[src/rtl/cpu_control_unit.sv]
// Hardwired control-step sequencer: fetch T0-T2, decode IR[31:27], drive execute strobes T3-T7.
// Latency: one control step per clock; outputs decode combinationally from the current step and IR.
// Backpressure: none; stop at the final execute step (or a halt opcode) parks it in HALTED until reset.
module cpu_control_unit #(
    parameter logic [3:0] ALU_ADD = 4'd0,
    parameter logic [3:0] ALU_SUB = 4'd1,
    parameter logic [3:0] ALU_AND = 4'd2,
    parameter logic [3:0] ALU_OR  = 4'd3
) (
    input  logic        clk,
    input  logic        reset,
    input  logic [31:0] IR,
    input  logic        Branch,
    input  logic        stop,
    output logic        PCout,
    output logic        PCin,
    output logic        IncPc,
    output logic        MARin,
    output logic        MDRin,
    output logic        MDRout,
    output logic        IRin,
    output logic        Yin,
    output logic        Zlowin,
    output logic        Zlowout,
    output logic        HIout,
    output logic        LOout,
    output logic        Cout,
    output logic        BAout,
    output logic        InPortout,
    output logic        OutPortin,
    output logic        Gra,
    output logic        Grb,
    output logic        Grc,
    output logic        Rin,
    output logic        Rout,
    output logic        CONin,
    output logic        read,
    output logic        write,
    output logic [1:0]  mdr_read,
    output logic [3:0]  control,
    output logic        run
);

    localparam logic [4:0] OP_LD   = 5'b00000;
    localparam logic [4:0] OP_ST   = 5'b00010;
    localparam logic [4:0] OP_ADD  = 5'b00011;
    localparam logic [4:0] OP_SUB  = 5'b00100;
    localparam logic [4:0] OP_AND  = 5'b00101;
    localparam logic [4:0] OP_OR   = 5'b00110;
    localparam logic [4:0] OP_ADDI = 5'b01100;
    localparam logic [4:0] OP_BR   = 5'b10010;
    localparam logic [4:0] OP_JR   = 5'b10011;
    localparam logic [4:0] OP_IN   = 5'b10110;
    localparam logic [4:0] OP_OUT  = 5'b10111;
    localparam logic [4:0] OP_MFHI = 5'b11000;
    localparam logic [4:0] OP_MFLO = 5'b11001;
    localparam logic [4:0] OP_HALT = 5'b11011;

    typedef enum logic [3:0] {
        S_RST, S_T0, S_T1, S_T2, S_T3, S_T4, S_T5, S_T6, S_T7, S_HALTED
    } state_t;

    state_t state_q, state_d;

    logic [4:0] opcode;
    logic       is_alu, is_addi, is_ld, is_st, is_ldst, is_br, is_halt, is_multi;
    logic [3:0] alu_ctl;
    state_t     after_last;
    logic       unused_ir;

    assign opcode    = IR[31:27];
    assign unused_ir = ^IR[26:0];

    // Opcode classes; anything not multi-step or halt behaves as a one-step instruction.
    always_comb begin
        is_alu  = 1'b0;
        alu_ctl = ALU_ADD;
        case (opcode)
            OP_ADD: begin is_alu = 1'b1; alu_ctl = ALU_ADD; end
            OP_SUB: begin is_alu = 1'b1; alu_ctl = ALU_SUB; end
            OP_AND: begin is_alu = 1'b1; alu_ctl = ALU_AND; end
            OP_OR:  begin is_alu = 1'b1; alu_ctl = ALU_OR;  end
            default: ;
        endcase
    end

    assign is_addi    = (opcode == OP_ADDI);
    assign is_ld      = (opcode == OP_LD);
    assign is_st      = (opcode == OP_ST);
    assign is_ldst    = is_ld | is_st;
    assign is_br      = (opcode == OP_BR);
    assign is_halt    = (opcode == OP_HALT);
    assign is_multi   = is_alu | is_addi | is_ldst | is_br;
    assign after_last = stop ? S_HALTED : S_T0;

    // Step sequencing: each instruction ends at its own last step and returns to fetch or halts.
    always_comb begin
        state_d = state_q;
        case (state_q)
            S_RST:    state_d = S_T0;
            S_T0:     state_d = S_T1;
            S_T1:     state_d = S_T2;
            S_T2:     state_d = S_T3;
            S_T3: begin
                if (is_halt)       state_d = S_HALTED;
                else if (is_multi) state_d = S_T4;
                else               state_d = after_last;
            end
            S_T4:     state_d = is_multi ? S_T5 : after_last;
            S_T5:     state_d = (is_ldst | is_br) ? S_T6 : after_last;
            S_T6:     state_d = is_ldst ? S_T7 : after_last;
            S_T7:     state_d = after_last;
            S_HALTED: state_d = S_HALTED;
            default:  state_d = S_RST;
        endcase
    end

    // Step register; reset forces RST at once so every strobe drops without a clock.
    always_ff @(posedge clk or negedge reset) begin
        if (!reset) state_q <= S_RST;
        else        state_q <= state_d;
    end

    // Strobe decode for the current step; every unlisted strobe stays low.
    always_comb begin
        PCout = 1'b0; PCin = 1'b0; IncPc = 1'b0; MARin = 1'b0;
        MDRin = 1'b0; MDRout = 1'b0; IRin = 1'b0; Yin = 1'b0;
        Zlowin = 1'b0; Zlowout = 1'b0; HIout = 1'b0; LOout = 1'b0;
        Cout = 1'b0; BAout = 1'b0; InPortout = 1'b0; OutPortin = 1'b0;
        Gra = 1'b0; Grb = 1'b0; Grc = 1'b0; Rin = 1'b0; Rout = 1'b0;
        CONin = 1'b0; read = 1'b0; write = 1'b0;
        mdr_read = 2'b00;
        control  = ALU_ADD;
        run      = 1'b0;
        case (state_q)
            S_T0: begin
                run = 1'b1; PCout = 1'b1; MARin = 1'b1; IncPc = 1'b1; Zlowin = 1'b1;
            end
            S_T1: begin
                run = 1'b1; Zlowout = 1'b1; PCin = 1'b1; read = 1'b1;
                mdr_read = 2'b01; MDRin = 1'b1;
            end
            S_T2: begin
                run = 1'b1; MDRout = 1'b1; IRin = 1'b1;
            end
            S_T3: begin
                run = 1'b1;
                if (is_alu | is_addi) begin
                    Grb = 1'b1; Rout = 1'b1; Yin = 1'b1;
                end else if (is_ldst) begin
                    Grb = 1'b1; BAout = 1'b1; Yin = 1'b1;
                end else if (is_br) begin
                    Gra = 1'b1; Rout = 1'b1; CONin = 1'b1;
                end else begin
                    case (opcode)
                        OP_JR:   begin Gra = 1'b1; Rout = 1'b1; PCin = 1'b1; end
                        OP_IN:   begin InPortout = 1'b1; Gra = 1'b1; Rin = 1'b1; end
                        OP_OUT:  begin Gra = 1'b1; Rout = 1'b1; OutPortin = 1'b1; end
                        OP_MFHI: begin HIout = 1'b1; Gra = 1'b1; Rin = 1'b1; end
                        OP_MFLO: begin LOout = 1'b1; Gra = 1'b1; Rin = 1'b1; end
                        default: ;
                    endcase
                end
            end
            S_T4: begin
                run = 1'b1;
                if (is_alu) begin
                    Grc = 1'b1; Rout = 1'b1; control = alu_ctl; Zlowin = 1'b1;
                end else if (is_addi | is_ldst) begin
                    Cout = 1'b1; Zlowin = 1'b1;
                end else if (is_br) begin
                    PCout = 1'b1; Yin = 1'b1;
                end
            end
            S_T5: begin
                run = 1'b1;
                if (is_alu | is_addi) begin
                    Zlowout = 1'b1; Gra = 1'b1; Rin = 1'b1;
                end else if (is_ldst) begin
                    Zlowout = 1'b1; MARin = 1'b1;
                end else if (is_br) begin
                    Cout = 1'b1; Zlowin = 1'b1;
                end
            end
            S_T6: begin
                run = 1'b1;
                if (is_ld) begin
                    read = 1'b1; mdr_read = 2'b01; MDRin = 1'b1;
                end else if (is_st) begin
                    Gra = 1'b1; Rout = 1'b1; MDRin = 1'b1;
                end else if (is_br) begin
                    Zlowout = 1'b1; PCin = Branch;
                end
            end
            S_T7: begin
                run = 1'b1;
                if (is_ld) begin
                    MDRout = 1'b1; Gra = 1'b1; Rin = 1'b1;
                end else if (is_st) begin
                    write = 1'b1;
                end
            end
            default: ;
        endcase
    end

endmodule

[config.mk]
export PLATFORM = sky130hd
export DESIGN_NAME = cpu_control_unit
export DESIGN_NICKNAME = d
export VERILOG_FILES = /design/src/rtl/cpu_control_unit.sv
export SDC_FILE = /design/constraint.sdc
export NUM_CORES = 1
export LEC_CHECK = 0
export BUFFER_PORTS_ARGS = -buffer_cell sky130_fd_sc_hd__buf_4
export CAP_MARGIN = 5
export CORE_MARGIN = 2
export CORE_UTILIZATION = 45
export CTS_CLUSTER_SIZE = 25
export DETAILED_ROUTE_END_ITERATION = 7
export GPL_TIMING_DRIVEN = 1
export PLACE_DENSITY = 0.85
export RECOVER_POWER = 100
export REMOVE_ABC_BUFFERS = 1
export SLEW_MARGIN = 20
export SYNTH_ARGS = -nofsm -noshare
export SYNTH_HDL_FRONTEND = slang
export SYNTH_SLANG_ARGS = --single-unit
export TNS_END_PERCENT = 20
[constraint.sdc]
create_clock -name clk -period 5.7 [get_ports clk]
set_input_delay 1.425 -clock clk [delete_from_list [all_inputs] [get_ports clk]]
set_output_delay 1.425 -clock clk [all_outputs]
set_load 0.005 [all_outputs]
==> results.rst, run 1 <==
.. list-table::
   :header-rows: 1

   * - Metric
     - Value
   * - Area of the mapped netlist
     - roughly 970 um^2
   * - Reg-to-Reg End
     - state_q[2]
   * - Fill cells
     - 210
   * - Regs by FF count
     - state_q (4)
   * - FF+latch area
     - 100 um^2
   * - Timing endpoint of the critical path
     - mdr_read[0]
   * - Yosys top cell by area
     - sky130_fd_sc_hd__dfrtp_1
   * - Number of nets in the final layout
     - ~210
   * - Clock group share of total power
     - between 8 and 9%
   * - Count of buffers inserted at the top-level ports
     - 36
   * - Leakage Power
     - approximately 0.47 nW
   * - Detail Route met3 WL
     - between 150 and 200 um
   * - Final routed wirelength across all metal layers
     - roughly 2.8 mm
   * - Post-synth EDFFs
     - 0
   * - Post-Syn Area per Cell
     - around 6.4 um^2
   * - Fin crit period
     - 4.59 ns
   * - Clock Skews
     - 0.00206 ns
   * - Area delta synth->final
     - 20.7%
   * - Part of the Yosys area used for sequential elements
     - between 10% and 20%
   * - Proportion of total power due to net switching
     - 49.9%
   * - Iteration-0 DRC count of the detailed router
     - between 40 and 50
   * - Global-route usage over all layers
     - between 20% and 30%
   * - Avg WL per Cell
     - around 14 um
   * - CTS tree
     - done
   * - Share of cells above drive strength 1
     - about 23%
   * - Worst slew margin
     - just under 50%
   * - DRT Pass-1 Iters
     - 4
   * - Pin count of the biggest net entering global routing
     - 25
   * - Number of buffers inserted for hold repair after clock tree synthesis
     - 0
   * - Final Setup Violations
     - 0
   * - Top post-synthesis cells by area
     - sky130_fd_sc_hd__dfrtp_1 (10%), sky130_fd_sc_hd__nor2_1 (6.2%), sky130_fd_sc_hd__a31oi_1 (5.8%)
   * - Cell chosen for the clock root
     - sky130_fd_sc_hd__clkbuf_4
   * - Number of global-route vias before repair
     - roughly 1.1k
   * - Post-route DRC violation count
     - 0
   * - Clk_lat worst skew
     - roughly 0.23 ns
   * - Worst hold-check path type
     - register to register
   * - Post-detail-place hpwl
     - 2.06 mm
   * - Critical Path AT
     - between 3 and 4 ns
   * - Post-route fraction of the period consumed by the critical path
     - between 80 and 90%
   * - Cts repair resizes
     - 0
   * - Setup TNS
     - 0 ns
   * - Worst hold slack across all endpoints
     - about 0.84 ns
   * - Layout Cells excl Fill
     - between 200 and 250
   * - Floorplan die width
     - 50.3 um
   * - Vias post-DR
     - approximately 1.2k
   * - Switching power summed over all nets
     - around 0.19 mW
   * - Worst reg2reg path depth
     - 4
   * - First-pass GRT wire length
     - around 4.6 mm
   * - Sequential fraction of design power
     - between 20% and 30%
   * - Register ranked first by flip-flop count
     - state_q
   * - Critical path origin
     - IR[27]
   * - DR WL met2
     - roughly 1.4 mm
   * - DIE HEIGHT
     - slightly above 50 um
   * - Maximum resistive drop on vdd
     - approximately 300 uV
   * - Classification of the worst setup path
     - primary input to primary output
   * - Run status
     - complete, no violations
   * - Number of flip-flops and latches in the synthesized netlist
     - 4
   * - Routability-driven placement congestion ratio
     - approximately 0.90
   * - Prevailing post-synth register cell
     - sky130_fd_sc_hd__dfrtp_1
   * - Number of unique standard cell types used by synthesis
     - 45
   * - Number of warnings reported in the yosys synthesis log
     - 0
   * - Slew at the pin closest to its max-slew limit
     - 0.772 ns
   * - Setup crit end kind
     - primary output
   * - Reg-to-Reg Start
     - state_q[0]
   * - Required time at the worst-slack endpoint
     - roughly 4.3 ns
   * - Proportion of power drawn by combinational gates
     - approximately 65%
   * - Row Count
     - 16
   * - R2R setup slack
     - around 4.0 ns
   * - Number of flip-flops in the largest register
     - 4
   * - Starting density of the core
     - about half
   * - Top-area cell type share of the netlist area
     - about 10%
   * - Antenna-violating nets left
     - 0
   * - Count of final hold-check violations
     - 0
   * - # Post-CTS Setup Buffers
     - 0
   * - Slew Viols, Final
     - 0
   * - Via density
     - roughly 6.2
   * - Metal-1 WL
     - 1.22 mm
   * - Total die area
     - 0.00253 mm^2
   * - Count of placed standard cells including taps
     - 198
   * - Asr flop ratio synth
     - 100%
   * - Area taken by multi-input logic gates
     - approximately 740 um^2
   * - P_int
     - approximately 0.19 mW
   * - Total clock sinks
     - 4
   * - CP Launch Type
     - primary input
   * - Cell count after synthesis
     - roughly 150
   * - Number of antenna repair diodes
     - 0
   * - Antenna violations before repair
     - 0
   * - Max clock buf depth
     - 2
   * - Setup repair after global routing missed its margin
     - false
   * - Power density over cell area
     - between 300 and 400 mW/mm^2
   * - Total congestion overflow
     - 0
   * - Total core area
     - 0.00200 mm^2
   * - Critical Path Fanout Max
     - 19
   * - Ports
     - 67
   * - Top Metal Used
     - met4
   * - # Max-Cap Violations
     - 0
   * - Achievable clock frequency
     - 0.218 GHz
   * - Clock H-tree levels
     - 1
   * - CTS clock-pin slew for the worst setup and hold paths
     - approximately 0.04 ns
   * - Number of clock buffers inserted by TritonCTS
     - 3
==> through the flow <==
step	util [%]	power (mW)	worst slack, ns	instance area [um^2]
after floorplan	-	0.232	1.95	880
after global placement	59.1	0.347	1.56	1180
after detailed placement	59.1	0.356	1.51	1180
after CTS	60.3	0.391	1.50	1210
after global routing	58.3	0.425	0.927	1170
final	58.3	0.388	1.11	1170
==> power groups by stage <==
| stage | Clock (mW) | Sequential (mW) | Combinational, mW |
|---|---|---|---|
| finish | 0.0337 | 0.101 | 0.253 |
| global route | 0.0347 | 0.108 | 0.282 |
| CTS | 0.0339 | 0.0981 | 0.259 |
| detailed placement | 0 | 0.0986 | 0.258 |
| global placement | 0 | 0.0965 | 0.251 |
| floorplan | 0 | 0.0830 | 0.149 |
==> final cells by class <==
| class | count | share of cell area, % |
|---|---|---|
| clock buffers | 3 | 1.93 |
| inverters | 3 | 0.966 |
| multi-input cells | 128 | 63.1 |
| flip-flops and latches | 4 | 8.58 |
| well taps | 27 | 2.90 |
| repair buffers | 36 | 22.5 |
==> cells in the mapped netlist, types with 3 or more instances <==
cell type	instances
sky130_fd_sc_hd__nor2_1	16
sky130_fd_sc_hd__nand2_1	14
sky130_fd_sc_hd__a21oi_1	9
sky130_fd_sc_hd__a31oi_1	9
sky130_fd_sc_hd__nand2b_1	9
sky130_fd_sc_hd__nor3_1	9
sky130_fd_sc_hd__nor2b_1	7
sky130_fd_sc_hd__buf_2	6
sky130_fd_sc_hd__clkbuf_1	6
sky130_fd_sc_hd__o21ai_1	6
sky130_fd_sc_hd__buf_4	5
sky130_fd_sc_hd__dfrtp_1	4
sky130_fd_sc_hd__nand3_1	4
sky130_fd_sc_hd__o21ai_0	4
sky130_fd_sc_hd__a211oi_1	3
sky130_fd_sc_hd__inv_1	3
==> placed cells by master (no fill, tap or decap), types with 2 or more instances in the layout <==
cell type / instances
sky130_fd_sc_hd__a211oi_1: 3
sky130_fd_sc_hd__a21oi_1: 9
sky130_fd_sc_hd__a31oi_1: 9
sky130_fd_sc_hd__a32oi_1: 2
sky130_fd_sc_hd__and3_1: 2
sky130_fd_sc_hd__buf_4: 21
sky130_fd_sc_hd__clkbuf_1: 2
sky130_fd_sc_hd__clkbuf_4: 16
sky130_fd_sc_hd__conb_1: 3
sky130_fd_sc_hd__dfrtp_1: 4
sky130_fd_sc_hd__inv_1: 3
sky130_fd_sc_hd__nand2_1: 14
sky130_fd_sc_hd__nand2b_1: 9
sky130_fd_sc_hd__nand3_1: 4
sky130_fd_sc_hd__nand3b_1: 2
sky130_fd_sc_hd__nand4_1: 2
sky130_fd_sc_hd__nor2_1: 16
sky130_fd_sc_hd__nor2b_1: 7
sky130_fd_sc_hd__nor3_1: 10
sky130_fd_sc_hd__nor4_1: 2
sky130_fd_sc_hd__o21ai_0: 6
sky130_fd_sc_hd__o21ai_1: 4
sky130_fd_sc_hd__o221ai_1: 2
sky130_fd_sc_hd__or2_2: 2
sky130_fd_sc_hd__xnor2_1: 2
==> cells by family after synthesis <==
kind of cell	Yosys count	share of synthesized area [%]
DFF	4	10.4
and+or+nand+nor	78	44.6
AOI/OAI and AO/OA	44	31.1
buffers and inverters	21	10.9
xor gates and xnor gates	3	2.72
other	1	0.388
==> worst min path at each step <==
| stage | from | endpoint | slack (ns) | cells after the start |
|---|---|---|---|---|
| final | state_q[3] | state_q[0] | 0.84 | 1 |
| after global routing | state_q[3] | state_q[0] | 0.89 | 1 |
| after CTS | state_q[3] | state_q[0] | 0.83 | 1 |
| after detailed placement | state_q[3] | state_q[0] | 0.82 | 1 |
| after global placement | state_q[3] | state_q[0] | 0.81 | 1 |
| after floorplan | state_q[3] | state_q[1] | 0.71 | 1 |
==> per-layer routing <==
metal / GRT usage, % / up-vias
li1: - / 596
met1: 30.1 / 583
met2: 38.6 / 59
met3: 2.38 / 2
met4: 8.56 / 0
met5: 0 / -
==> critical path, stage by stage <==
cell                       delay, ns
sky130_fd_sc_hd__clkbuf_1       0.30
sky130_fd_sc_hd__nor4_1         0.78
sky130_fd_sc_hd__nand3_1        0.19
sky130_fd_sc_hd__o21a_1         0.22
sky130_fd_sc_hd__nor2_1         0.11
sky130_fd_sc_hd__clkbuf_4       0.15
Power figures use the tool's default switching activity.
==> run 2: changes to the inputs <==
Settings changed: CORE_UTILIZATION 45 to 37, PLACE_DENSITY 0.85 to 0.75.
Clock period 5.7 ns to 4.1 ns, I/O delays scaled along.
==> run 2 against run 1 <==
Clock skew about the same. Worst hold slack got worse by 0.22 ns. Register-to-register slack got worse by 1.9 ns. Via count decreased by 4.0%. Non-clock buffer count unchanged. Largest cell class unchanged.
==> results.rst, run 2 (same netlist as run 1, synthesis figures left out) <==
.. list-table::
   :header-rows: 1

   * - Metric
     - Value
   * - Final Setup Violations
     - 0
   * - Number of buffers inserted for hold repair after clock tree synthesis
     - 0
   * - Area delta synth->final
     - 22.0%
   * - Pin count of the biggest net entering global routing
     - 25
   * - Detail Route met3 WL
     - approximately 210 um
   * - Via density
     - slightly below 6
   * - Number of global-route vias before repair
     - roughly 1,000
   * - Total clock sinks
     - 4
   * - DIE HEIGHT
     - about 55 um
   * - Worst hold-check path type
     - primary input to asynchronous set/reset pin
   * - Achievable clock frequency
     - between 0.2 and 0.3 GHz
   * - Ports
     - 67
   * - Total core area
     - between 0.002 and 0.0025 mm^2
   * - Number of clock buffers inserted by TritonCTS
     - 3
   * - CTS clock-pin slew for the worst setup and hold paths
     - about 0.040 ns
   * - FF+latch area
     - 100 um^2
   * - Number of nets in the final layout
     - about 210
   * - Design area
     - between 0.001 and 0.0015 mm^2
   * - DRT Pass-1 Iters
     - 4
   * - CTS tree
     - done
   * - Worst reg2reg path depth
     - 4
   * - Cell area after placement
     - between 0.001 and 0.0015 mm^2
   * - Slew Viols, Final
     - 0
   * - Cts repair resizes
     - 0
   * - Fill cells
     - between 200 and 300
   * - Row Count
     - 18
   * - Clk_lat worst skew
     - around 0.23 ns
   * - Setup repair after global routing missed its margin
     - false
   * - # Post-CTS Setup Buffers
     - 0
   * - Critical Path AT
     - 2.59 ns
   * - Vias post-DR
     - between 1k and 1.5k
   * - Share of cells above drive strength 1
     - roughly a quarter
   * - Classification of the worst setup path
     - primary input to primary output
   * - Starting density of the core
     - a little under 40%
   * - Global-route usage over all layers
     - 20.2%
   * - R2R setup slack
     - 2.13 ns
   * - Number of flip-flops in the largest register
     - 4
   * - Iteration-0 DRC count of the detailed router
     - 34
   * - Most common library cell in the layout ignoring fill and taps
     - sky130_fd_sc_hd__buf_4
   * - Maximum resistive drop on vdd
     - 382 uV
   * - Area taken by multi-input logic gates
     - 744 um^2
   * - Routability-driven placement congestion ratio
     - ~0.95
   * - Total congestion overflow
     - 0
   * - Register ranked first by flip-flop count
     - state_q
   * - Worst slew margin
     - a little under three fifths
   * - Max clock buf depth
     - 2
   * - Avg WL per Cell
     - about 14 um
   * - Slew at the pin closest to its max-slew limit
     - roughly 0.66 ns
   * - Count of final hold-check violations
     - 0
   * - CP Launch Type
     - primary input
   * - Fin crit period
     - between 3 and 4 ns
   * - Setup TNS
     - 0 ns
   * - Highest-count cells in the layout ignoring fill and taps
     - sky130_fd_sc_hd__buf_4 (22), sky130_fd_sc_hd__nor2_1 (16), sky130_fd_sc_hd__clkbuf_4 (15), sky130_fd_sc_hd__nand2_1 (14), sky130_fd_sc_hd__nor3_1 (11)
   * - Antenna violations before repair
     - 0
   * - Setup crit end kind
     - primary output
   * - Critical Path Fanout Max
     - 15
   * - Number of antenna repair diodes
     - 0
   * - Post-detail-place hpwl
     - around 2.2 mm
   * - # Max-Cap Violations
     - 0
   * - Clock Skews
     - ~0.0019 ns
   * - Final Power
     - roughly 0.54 mW
   * - Metal-1 WL
     - between 1 and 1.5 mm
   * - Count of buffers inserted at the top-level ports
     - 36
   * - Power density over cell area
     - approximately 450 mW/mm^2
   * - Regs by FF count
     - state_q (4)
   * - DR WL met2
     - roughly 1.4 mm
   * - Total die area
     - 0.00304 mm^2
   * - Share of the core filled with cells
     - 47.6%
   * - Cell chosen for the clock root
     - sky130_fd_sc_hd__clkbuf_4
   * - Clock H-tree levels
     - 1
   * - Top Metal Used
     - met4
   * - Antenna-violating nets left
     - 0
   * - Required time at the worst-slack endpoint
     - ~3.1 ns
   * - Final routed wirelength across all metal layers
     - 2.89 mm
   * - Run status
     - complete, no violations
   * - Floorplan die width
     - around 55 um
   * - Post-route DRC violation count
     - 0
   * - First-pass GRT wire length
     - 4.59 mm
   * - Leakage Power
     - roughly 0.47 nW
   * - Post-route fraction of the period consumed by the critical path
     - about 88%
-- run 2: cell count changes in the layout (fill, tap and decap cells not counted), sizes merged --
cell / delta
buf: +1
clkbuf: -1
-- run 2: area by class of cell --
class / count / share of cell area (%)
multi-input cells: 128 / 63.2
repair buffers: 36 / 22.3
flip-flops and latches: 4 / 8.49
well taps: 30 / 3.18
clock buffers: 3 / 1.91
inverters: 3 / 0.955
-- run 2: critical path: stages --
cell	delay, ns
sky130_fd_sc_hd__clkbuf_1	0.45
sky130_fd_sc_hd__nand2b_1	0.23
sky130_fd_sc_hd__a211o_1	0.20
sky130_fd_sc_hd__and2_0	0.24
sky130_fd_sc_hd__o21ai_0	0.10
sky130_fd_sc_hd__and3b_1	0.21
sky130_fd_sc_hd__buf_4	0.13
-- run 2: path summary, 6_finish.rpt --
kind	start	to
worst min-delay path	reset	state_q[3]
worst max-delay path	IR[29]	Yin
worst max register to register	state_q[2]	state_q[3]
worst min register to register	state_q[3]	state_q[0]
max in group asynchronous	reset	state_q[1]
min in group clk	state_q[3]	state_q[0]
-- run 2: stage by stage --
step	instances	hold WS, ns	setup WS [ns]
after global routing	204	0.630	0.279
after global placement	201	0.817	0.774
final	204	0.618	0.485
after CTS	204	0.578	0.700
after detailed placement	201	0.826	0.725
after floorplan	135	0.711	1.15
-- run 2: power by group --
group,internal (mW),switching [mW],leakage (nW)
Clock,0.0326,0.0144,0.0138
Sequential,0.0562,0.0829,0.0509
Combinational,0.181,0.169,0.405
Total,0.270,0.266,0.469
-- run 2: metal layers --
metal  vias to the layer above  GRT usage (%)
met4                         0           5.69
met3                         2           1.61
met5                         -              0
li1                        603              -
met2                        53           31.9
met1                       533           29.1
